==> src/rtl/analog_core_ctrl_if.sv <==
// Read-side bundle for analog_core_ctrl: FIFO word/handshake plus the overflow flag.
// master = controller (drives data), slave = consumer (wishbone / logic-analyzer side).
interface analog_core_ctrl_if #(
  parameter int unsigned CNT_W = 10
) ();
  logic [CNT_W:0] dout;
  logic           dout_valid;
  logic           dout_ready;
  logic           ovf;
  logic           ovf_clr;

  modport master (
    output dout,
    output dout_valid,
    output ovf,
    input  dout_ready,
    input  ovf_clr
  );

  modport slave (
    input  dout,
    input  dout_valid,
    input  ovf,
    output dout_ready,
    output ovf_clr
  );
endinterface

==> src/rtl/analog_core_ctrl.sv <==
// Digital-side controller for one analog channel: clock/LO generation, 1-bit feedback
// sampling, ones-count decimation and a first-word-fall-through output FIFO.
// Optional feature: define ACTRL_FB_OVERRIDE_EN to add fb_ovr_en/fb_ovr_val ports that
// force fb from software while the decimator keeps counting the comparator.
module analog_core_ctrl #(
  parameter int unsigned DIV_W      = 8,
  parameter int unsigned CNT_W      = 10,
  parameter int unsigned FIFO_DEPTH = 4
) (
  input  logic             wb_clk_i,
  input  logic             wb_rst_i,
  input  logic             en,
  input  logic             cfg_div2,
  input  logic [DIV_W-1:0] cclk_div,
  input  logic [7:0]       lo_div,
  input  logic [CNT_W-1:0] dec_len,
  input  logic             comp_high,
  input  logic             phi1b_dig,
`ifdef ACTRL_FB_OVERRIDE_EN
  input  logic             fb_ovr_en,
  input  logic             fb_ovr_val,
`endif
  output logic             cclk,
  output logic             div2,
  output logic             lo,
  output logic             fb,
  analog_core_ctrl_if.master io_rd
);

  localparam int unsigned PTR_W = $clog2(FIFO_DEPTH);

  logic [DIV_W-1:0] r_div_cnt;
  logic             r_cclk;
  logic [7:0]       r_lo_cnt;
  logic [7:0]       r_lo_div;
  logic             r_lo;
  logic             r_div2;
  logic [2:0]       r_phi_s;
  logic [1:0]       r_comp_s;
  logic [CNT_W-1:0] r_smp_cnt;
  logic [CNT_W-1:0] r_dec_len;
  logic [CNT_W:0]   r_ones;
  logic             r_fb;
  logic [CNT_W:0]   r_mem [FIFO_DEPTH];
  logic [PTR_W-1:0] r_wptr;
  logic [PTR_W-1:0] r_rptr;
  logic [PTR_W:0]   r_count;
  logic             r_ovf;

  logic             w_div_tc;
  logic             w_cclk_rise;
  logic             w_evt;
  logic             w_comp;
  logic             w_win_tc;
  logic [CNT_W:0]   w_ones_nxt;
  logic             w_push;
  logic             w_full;
  logic             w_empty;
  logic             w_pop;
  logic             w_wr;
  logic             w_drop;

  // cclk_div is compared live so a config change takes effect on the current half period.
  assign w_div_tc    = (r_div_cnt == cclk_div);
  assign w_cclk_rise = en && w_div_tc && !r_cclk;

  // Half-period divider producing cclk.
  always_ff @(posedge wb_clk_i or posedge wb_rst_i) begin
    if (wb_rst_i) begin
      r_div_cnt <= '0;
      r_cclk    <= 1'b0;
    end else if (!en) begin
      r_div_cnt <= '0;
      r_cclk    <= 1'b0;
    end else if (w_div_tc) begin
      r_div_cnt <= '0;
      r_cclk    <= ~r_cclk;
    end else begin
      r_div_cnt <= r_div_cnt + DIV_W'(1);
    end
  end

  // LO counter advanced on each cclk rise; lo_div is captured while idle and at each wrap.
  always_ff @(posedge wb_clk_i or posedge wb_rst_i) begin
    if (wb_rst_i) begin
      r_lo_cnt <= '0;
      r_lo_div <= '0;
      r_lo     <= 1'b0;
    end else if (!en) begin
      r_lo_cnt <= '0;
      r_lo_div <= lo_div;
      r_lo     <= 1'b0;
    end else if (w_cclk_rise) begin
      if (r_lo_cnt == r_lo_div) begin
        r_lo_cnt <= '0;
        r_lo_div <= lo_div;
        r_lo     <= ~r_lo;
      end else begin
        r_lo_cnt <= r_lo_cnt + 8'd1;
      end
    end
  end

  // Static mode register and input synchronizers (third phi flop is the edge detector).
  always_ff @(posedge wb_clk_i or posedge wb_rst_i) begin
    if (wb_rst_i) begin
      r_div2   <= 1'b0;
      r_phi_s  <= '0;
      r_comp_s <= '0;
    end else begin
      r_div2   <= cfg_div2;
      r_phi_s  <= {r_phi_s[1:0], phi1b_dig};
      r_comp_s <= {r_comp_s[0], comp_high};
    end
  end

  assign w_evt      = en && r_phi_s[1] && !r_phi_s[2];
  assign w_comp     = r_comp_s[1];
  assign w_win_tc   = (r_smp_cnt == r_dec_len);
  assign w_ones_nxt = r_ones + {{CNT_W{1'b0}}, w_comp};
  assign w_push     = w_evt && w_win_tc;

  // Decimator: count ones over dec_len+1 samples; the closing sample is part of the word.
  always_ff @(posedge wb_clk_i or posedge wb_rst_i) begin
    if (wb_rst_i) begin
      r_smp_cnt <= '0;
      r_dec_len <= '0;
      r_ones    <= '0;
    end else if (!en) begin
      r_smp_cnt <= '0;
      r_dec_len <= dec_len;
      r_ones    <= '0;
    end else if (w_evt) begin
      if (w_win_tc) begin
        r_smp_cnt <= '0;
        r_dec_len <= dec_len;
        r_ones    <= '0;
      end else begin
        r_smp_cnt <= r_smp_cnt + CNT_W'(1);
        r_ones    <= w_ones_nxt;
      end
    end
  end

  // Feedback bit: sampled comparator at each phase boundary, or the override value.
  always_ff @(posedge wb_clk_i or posedge wb_rst_i) begin
    if (wb_rst_i) begin
      r_fb <= 1'b0;
`ifdef ACTRL_FB_OVERRIDE_EN
    end else if (fb_ovr_en) begin
      r_fb <= fb_ovr_val;
`endif
    end else if (w_evt) begin
      r_fb <= w_comp;
    end
  end

  assign w_full  = (r_count == (PTR_W+1)'(FIFO_DEPTH));
  assign w_empty = (r_count == '0);
  assign w_pop   = !w_empty && io_rd.dout_ready;
  // A pop in the same cycle frees the slot, so a push while full is still accepted.
  assign w_wr    = w_push && (!w_full || w_pop);
  assign w_drop  = w_push && w_full && !w_pop;

  // FIFO storage; no reset needed since dout is gated while empty.
  always_ff @(posedge wb_clk_i) begin
    if (w_wr) begin
      r_mem[r_wptr] <= w_ones_nxt;
    end
  end

  // FIFO pointers, occupancy and sticky overflow (a new drop wins over ovf_clr).
  always_ff @(posedge wb_clk_i or posedge wb_rst_i) begin
    if (wb_rst_i) begin
      r_wptr  <= '0;
      r_rptr  <= '0;
      r_count <= '0;
      r_ovf   <= 1'b0;
    end else begin
      if (w_wr) begin
        r_wptr <= r_wptr + PTR_W'(1);
      end
      if (w_pop) begin
        r_rptr <= r_rptr + PTR_W'(1);
      end
      if (w_wr && !w_pop) begin
        r_count <= r_count + (PTR_W+1)'(1);
      end else if (!w_wr && w_pop) begin
        r_count <= r_count - (PTR_W+1)'(1);
      end
      if (w_drop) begin
        r_ovf <= 1'b1;
      end else if (io_rd.ovf_clr) begin
        r_ovf <= 1'b0;
      end
    end
  end

  assign cclk             = r_cclk;
  assign lo               = r_lo;
  assign div2             = r_div2;
  assign fb               = r_fb;
  assign io_rd.dout       = w_empty ? '0 : r_mem[r_rptr];
  assign io_rd.dout_valid = !w_empty;
  assign io_rd.ovf        = r_ovf;

endmodule

==> src/flat_wrapper.sv <==
// flat-port wrapper written by rule: the top's interface ports become plain ports
module analog_core_ctrl_flat 
#(
  parameter int unsigned DIV_W      = 8,
  parameter int unsigned CNT_W      = 10,
  parameter int unsigned FIFO_DEPTH = 4
)
  (wb_clk_i, wb_rst_i, en, cfg_div2, cclk_div, lo_div, dec_len, comp_high, phi1b_dig, cclk, div2, lo, fb, io_rd_dout, io_rd_dout_valid, io_rd_ovf, io_rd_dout_ready, io_rd_ovf_clr);
  analog_core_ctrl_if #(.CNT_W(CNT_W)) io_rd_i ();
  input  logic wb_clk_i;
  input  logic wb_rst_i;
  input  logic en;
  input  logic cfg_div2;
  input  logic [DIV_W-1:0] cclk_div;
  input  logic [7:0] lo_div;
  input  logic [CNT_W-1:0] dec_len;
  input  logic comp_high;
  input  logic phi1b_dig;
  output logic cclk;
  output logic div2;
  output logic lo;
  output logic fb;
  output wire logic [$bits(io_rd_i.dout)-1:0] io_rd_dout;
  output wire logic [$bits(io_rd_i.dout_valid)-1:0] io_rd_dout_valid;
  output wire logic [$bits(io_rd_i.ovf)-1:0] io_rd_ovf;
  input wire logic [$bits(io_rd_i.dout_ready)-1:0] io_rd_dout_ready;
  input wire logic [$bits(io_rd_i.ovf_clr)-1:0] io_rd_ovf_clr;
  assign io_rd_dout = io_rd_i.dout;
  assign io_rd_dout_valid = io_rd_i.dout_valid;
  assign io_rd_ovf = io_rd_i.ovf;
  assign io_rd_i.dout_ready = io_rd_dout_ready;
  assign io_rd_i.ovf_clr = io_rd_ovf_clr;
  analog_core_ctrl #(.DIV_W(DIV_W), .CNT_W(CNT_W), .FIFO_DEPTH(FIFO_DEPTH)) u_core (.wb_clk_i(wb_clk_i), .wb_rst_i(wb_rst_i), .en(en), .cfg_div2(cfg_div2), .cclk_div(cclk_div), .lo_div(lo_div), .dec_len(dec_len), .comp_high(comp_high), .phi1b_dig(phi1b_dig), .cclk(cclk), .div2(div2), .lo(lo), .fb(fb), .io_rd(io_rd_i));
endmodule
==> config.mk <==
export PLATFORM = sky130hd
export DESIGN_NAME = analog_core_ctrl_flat
export DESIGN_NICKNAME = d
export VERILOG_FILES = /design/src/rtl/analog_core_ctrl_if.sv /design/src/rtl/analog_core_ctrl.sv /design/src/flat_wrapper.sv
export SDC_FILE = /design/constraint.sdc
export NUM_CORES = 1
export LEC_CHECK = 0
export ABC_CLOCK_PERIOD_IN_PS = 6000
export CAP_MARGIN = 20
export CORE_ASPECT_RATIO = 1.1
export CORE_MARGIN = 4
export CORE_UTILIZATION = 43
export CTS_CLUSTER_DIAMETER = 80
export CTS_CLUSTER_SIZE = 10
export DETAILED_ROUTE_END_ITERATION = 10
export HOLD_SLACK_MARGIN = 0.05
export MAX_ROUTING_LAYER = met4
export PLACE_DENSITY = 0.65
export SYNTH_ARGS = -nofsm -noshare
export SYNTH_HDL_FRONTEND = slang
export SYNTH_SLANG_ARGS = --single-unit
==> constraint.sdc <==
create_clock -name wb_clk_i -period 6 [get_ports wb_clk_i]
set_input_delay 0.6 -clock wb_clk_i [delete_from_list [all_inputs] [get_ports wb_clk_i]]
set_output_delay 0.6 -clock wb_clk_i [all_outputs]
set_load 0.01 [all_outputs]
# Yosys cells after proc, flatten, opt, wreduce, memory -nomap -nowiden

Memory sizes are Yosys's and may differ from the RTL's.
Index checks and enable logic that the tools add are counted.

$lt $le $gt $ge: 0
Eq/ne operators: 9
Reductions and logical operators: 23
Divide/modulo/power cells: 0
Bitwise logic cells: 2
Mux-type cells: 29
Shift-type cells: 0
$add $sub $neg: 8
Multiply operators: 0

Operators with widths:

| cell                                             | number |
|---|---|
| two-way mux 8 bit                                | 8 |
| two-way mux 10 bit                               | 6 |
| two-way mux 11 bit                               | 4 |
| adder 8 x 1 -> 8 bit, second input constant      | 2 |
| equality test 8 bit                              | 2 |
| adder 11 x 1 -> 11 bit                           | 1 |
| logical AND 1 bit                                | 11 |
| adder 10 x 1 -> 10 bit, second input constant    | 1 |
| equality test 10 bit                             | 1 |
| != test 2 x 1 -> 1 bit, second input constant    | 5 |
| two-way mux 1 bit                                | 9 |
| logical NOT 1 bit                                | 6 |
| two-way mux 3 bit                                | 2 |
| adder 2 x 1 -> 2 bit, second input constant      | 2 |
| AND reduction 2 bit                              | 2 |
| nonzero test 2 bit                               | 2 |
| adder 3 x 1 -> 3 bit, second input constant      | 1 |
| equality test 3 bit, second input constant       | 1 |
| logical NOT 3 bit                                | 1 |
| subtractor 3 x 1 -> 3 bit, second input constant | 1 |
| NOT 1 bit                                        | 2 |
| logical OR 1 bit                                 | 1 |

RAM bits: 44
Input bits: 34
Logic and storage cells: 88
Bits in latches: 0
Bits in registers: 72
ROM bits: 0
Memories kept: 1

Memories:

| name         | depth | bits a word | read ports | clocked after Yosys merged registers in | wr ports | line                   | RTL |
|---|---|---|---|---|---|---|---|
| u_core.r_mem | 4     | 11          | 1          | 0                                       | 1        | analog_core_ctrl.sv:44 | `logic [CNT_W:0] r_mem [FIFO_DEPTH];` |

# Logic depth before layout (Yosys ltp)

Depth after elaboration: 9
Depth in mapped cells: 10
Mapped depth without buffers: 10

# Worst setup path after synthesis

OpenSTA, ideal clock, no wires.

Kind: register -> register
Start point: register u_core.r_smp_cnt[8]
End point: register u_core.r_count[2]
Path slack: 3.496 ns
Data arrival time: 2.424 ns
Library setup time: 0.079 ns
Data required time: 5.921 ns
Cell stages (with the launch flop): 11
Period minus slack after synthesis: 2.504 ns
Path through: dfrtp_1 -> xor2_1 -> nor4_1 -> nand3_1 -> nor3_2 -> ha_1 -> inv_1 -> fa_1 -> xor2_1 -> nor2_1 -> xor2_1

Word-level cells in the longest chain between the ends: 6
Elaborated cells between the ends (all ways): 8
Classes of those cells: 1 x eq/ne; 1 x mux; 6 x reduce/logical

Ends and longest elaborated chain:

| what                         | line                    | RTL |
|---|---|---|
| start, declared              | analog_core_ctrl.sv:40  | `logic [CNT_W-1:0] r_smp_cnt;` |
| start signal, assigned       | analog_core_ctrl.sv:139 | `r_smp_cnt <= r_smp_cnt + CNT_W'(1);` |
| equality test 10 bit *       | analog_core_ctrl.sv:119 | `assign w_win_tc = (r_smp_cnt == r_dec_len);` |
| logical AND 1 bit *          | analog_core_ctrl.sv:121 | `assign w_push = w_evt && w_win_tc;` |
| logical AND 1 bit *          | analog_core_ctrl.sv:162 | `assign w_wr = w_push && (!w_full \|\| w_pop);` |
| net u_core.w_wr              | analog_core_ctrl.sv:60  | `logic w_wr;` |
| logical NOT 1 bit            | analog_core_ctrl.sv:188 | `end else if (!w_wr && w_pop) begin` |
| logical AND 1 bit            | analog_core_ctrl.sv:188 |  |
| nonzero test 2 bit (no line) | n/a                     |  |
| end signal, assigned         | analog_core_ctrl.sv:187 | `r_count <= r_count + (PTR_W+1)'(1);` |
| end signal, assigned         | analog_core_ctrl.sv:189 | `r_count <= r_count - (PTR_W+1)'(1);` |
| end, declared                | analog_core_ctrl.sv:47  | `logic [PTR_W:0] r_count;` |

The timed path passes the listed nets; every way through them passes the cells marked *.
A chain may end at the register's enable or synchronous reset.

# Final worst setup path

Start point: register u_core.r_rptr[0]
End point: output port io_rd_dout[1]

Word-level cells in the longest chain between the ends: 2

Ends and longest elaborated chain:

| what                   | line                    | RTL |
|---|---|---|
| start, declared        | analog_core_ctrl.sv:46  | `logic [PTR_W-1:0] r_rptr;` |
| start signal, assigned | analog_core_ctrl.sv:184 | `r_rptr <= r_rptr + PTR_W'(1);` |
| memory (4 x 11 bit)    | n/a                     |  |
| two-way mux 11 bit     | analog_core_ctrl.sv:203 | `assign io_rd.dout = w_empty ? '0 : r_mem[r_rptr];` |
| end, declared          | flat_wrapper.sv:23      | `output wire logic [$bits(io_rd_i.dout)-1:0] io_rd_dout;` |

Every way passes these cells.

==> results.txt <==
* Yosys top cell area share: 0.337
* Residual antenna-violating net count after detailed routing: 0
- The number of cells on the worst reg-to-reg path is 10.
- Final number of setup-violating endpoints: 0
- After routing, the total negative slack on setup checks comes to 0 ns.
- The worst setup path is launched from a flop.
* Post-synth cell types: 49
- The initial utilization of the core area, before any placement, comes to 0.442.
- The min-delay analysis places its worst path in the category flop to flop.
* Average vias per placed instance: roughly 5.3
- Top area cells in the synthesized netlist: dfrtp_1 (34%), edfxtp_1 (25%), mux4_2 (4.6%), xnor2_1 (4.3%), xor2_1 (4.3%)
- The worst setup path is of the flop to output pin kind.
- In this run the critical register-to-register path is captured at u_core.r_count[2].
- The first TritonRoute pass finished after 5 iterations.
- Total Routed Length: 9640 um
- Violation count after the first detailed-route iteration: between 150 and 200
* EDFF count, synth: 44
- Overall die area: between 10000 and 15000 um2
* Via count: 3283
* Final standard cell count with taps included and fillers excluded: 625
- Fraction of registers with async set or reset after synthesis: 0.621
- STA classifies the critical path endpoint as an output pin.
- The floorplan step defined a core boundary enclosing 12100 um2.
- After clock tree synthesis, the flow added hold-fix buffers numbering 0.
- Once the clock tree was built, the setup fixing pass inserted 0 buffers.
* Final estimated routing congestion in global placement: 0.816
- H-tree depth: 4
* Post-layout min period: about 3.1 ns
- Half-perimeter wire length after detailed placement: 6610 um
- Fillers: 1035
- RR Startpoint: u_core.r_smp_cnt[8]
- Largest net degree at the start of global routing: 73
- The via count of the first global-routing pass came to 3386.
- Maximum root-to-sink buffer count: 2
- Achievable Freq: 323 MHz
* Number of antenna violations at the first check in global routing: 0
- Std-Cell Rows: 42
- Across the run, the number of max-cap violations was 0.
* # port buffers: 50
- When the netlist entered floorplanning its net count stood at approximately 440.
- In this run the most critical hold path is launched from u_core.r_comp_s[0].
- Number of top-level pins: 51
- The run finished with clean final reports.
* Largest area contributor in the synthesized netlist: dfrtp_1
- The clock drives 116 sinks.
- From left edge to right edge, the die measures 114 um.
- Relative to the synthesized area, the layout overhead comes to 23.7%.
- Clock root buffer master: clkbuf_16
- The final layout contains a little over 500 nets.
* Actual slew at the worst max-slew pin: roughly 1.1 ns
- Total placed cells including tap cells: 593
* CTS clk-pin slew, worst paths: 0.05 ns
- Worst Path Max Fanout: 13
- After technology mapping, the gate count stands at roughly 400.
* Commonest cells in the netlist: dfrtp_1 (72), edfxtp_1 (44), xnor2_1 (26), xor2_1 (26), nand3_1 (25)
* Top FF cell, synth: dfrtp_1
- A synthesized cell averages approximately 13 um2.
* Startpoint of the most critical setup path: u_core.r_rptr[0]
- The path with the worst hold slack has its endpoint at u_core.r_comp_s[1].
* PwrDens: 363 nW/um2
- The number of hold violations in the final report was 0.
- Period Utilization, post-route: 0.517
- 0 antenna diodes ended up in the layout.
- Number of buffers created by CTS: 17
* Proportion of layout cells with a drive suffix above 1: 0.159
- Critical path required time: between 5 and 6 ns
- Reg2Reg Setup Slack: 3.08 ns
- In the final routed layout, each cell accounts on average for ~15 um.
- Number of cells on the worst hold path: 0
- In this run the tightest slew margin relative to its limit is 0.287.
- Leakage power summed over all cells: about 2.6 nW
* First-pass GRT wire length: ~17000 um
- In this run, synthesis produced a sequential element count of ~120.
- Residual overflow from global routing: 0
- Later-pin clock latency in the skew report: 0.41 ns
- The clock arrives with 0.00763 ns of skew.
* Post-CTS sizing: 0
- Setup repair after global routing left no endpoint under its margin.
- DRC errors left: 0
- Final slew viol count: 0
- Yosys printed 0 warnings.
- TritonCTS built the clock tree.
- The synthesized netlist occupies a cell area of approximately 5300 um2.
- Max VDD drop: 182 uV
- Data arrival time of the critical path: 2.50 ns
- Gr usage total: 0.154
- The share of the Yosys chip area taken by registers is 0.585.
* Die extent in y: 125 um
- Yosys instantiated no cell more often than dfrtp_1.
report_power, final:
part / switching, W / total [W] / internal [W]
combinational: 0.000146 / 0.000407 / 0.000261
clock: 0.000352 / 0.00104 / 0.000691
sequential: 0.0000784 / 0.000945 / 0.000866
registers in the layout, indices dropped and copies added, names as in the netlist:
name,count
u_core.r_mem,44
u_core.r_count,3
u_core.lo,1
u_core.r_smp_cnt,10
u_core.div2,1
u_core.r_dec_len,10
u_core.fb,1
u_core.r_rptr,2
u_core.r_comp_s,2
u_core.io_rd.ovf,1
u_core.cclk,1
u_core.r_lo_cnt,8
u_core.r_div_cnt,8
u_core.r_ones,11
u_core.r_lo_div,8
u_core.r_phi_s,3
u_core.r_wptr,2
worst max-delay path by stage:
stage / to / slack (ns) / cells after the start
6_report: io_rd_dout[1] / 2.90 / 3
4_1_cts: io_rd_dout[1] / 2.82 / 3
2_1_floorplan: u_core.r_count[2] / 3.50 / 10
3_3_place_gp: u_core.r_count[2] / 2.70 / 9
3_5_place_dp: u_core.r_count[2] / 2.60 / 9
5_1_grt: io_rd_dout[1] / 2.72 / 3
critical path, cell delays in order, from the launching register on:
cell and delay [ns]:
dfrtp_1 0.85, mux4_2 0.60, and2_1 0.17, clkdlybuf4s50_1 0.47
area by class of cell:
class / instances / area, um2 / area share
tap: 154 / 193 / 0.0292
inverter: 11 / 41.3 / 0.00625
sequential: 116 / 3120 / 0.473
timing repair buffer: 52 / 515 / 0.0781
clock buffer: 18 / 429 / 0.0650
multi-input combinational: 260 / 2110 / 0.320
clock inverter: 14 / 186 / 0.0282
layout by cell type (no fill, tap or decap), types with 3 or more instances in the layout:
cell type	instances
a21boi_0	4
a22o_1	13
and2_1	18
and3_1	9
bufinv_16	4
clkbuf_16	17
clkdlybuf4s50_1	50
clkinv_2	3
clkinvlp_4	4
dfrtp_1	72
edfxtp_1	44
ha_1	10
inv_1	10
mux2_2	15
mux2_4	6
mux4_2	11
nand2_1	19
nand2b_1	6
nand3_1	25
nand4_1	3
nor2_1	21
nor2b_1	3
nor4_1	3
o211ai_1	3
o21ai_0	5
o22ai_1	5
xnor2_1	26
xor2_1	26
metrics by stage:
step	cell area [um2]	hold slack (ns)	setup WS, ns	utilization	power (W)
3_3_place_gp	5990	0.340	2.70	0.495	0.00136
6_report	6600	0.349	2.90	0.546	0.00239
5_1_grt	6600	0.354	2.72	0.546	0.00251
4_1_cts	6600	0.353	2.82	0.546	0.00243
2_1_floorplan	5340	0.331	3.50	-	0.00120
3_5_place_dp	5990	0.341	2.60	0.495	0.00138
cells by family (layout without fill, tap and decap cells):
family / count (synthesis) / after routing / share of synthesized area
multiplexers: 34 / 34 / 0.0989
XOR/XNOR: 52 / 52 / 0.0853
buffers and inverters: 22 / 95 / 0.0190
flip-flops: 116 / 116 / 0.585
AO/OA/AOI/OAI: 43 / 43 / 0.0633
AND/OR/NAND/NOR: 120 / 120 / 0.121
adder cells (fa/ha/maj): 11 / 11 / 0.0272
metal layers:
| layer | routed length (um) | GRT usage | part of all wire | up-vias |
|---|---|---|---|---|
| li1 | - | - | - | 1563 |
| met1 | 4200 | 0.181 | 0.44 | 1633 |
| met2 | 4930 | 0.247 | 0.51 | 74 |
| met3 | 356 | 0.0394 | 0.037 | 13 |
| met4 | 145 | 0.0734 | 0.015 | 0 |
| met5 | 0 | - | 0 | - |
Power figures use the tool's default switching activity.
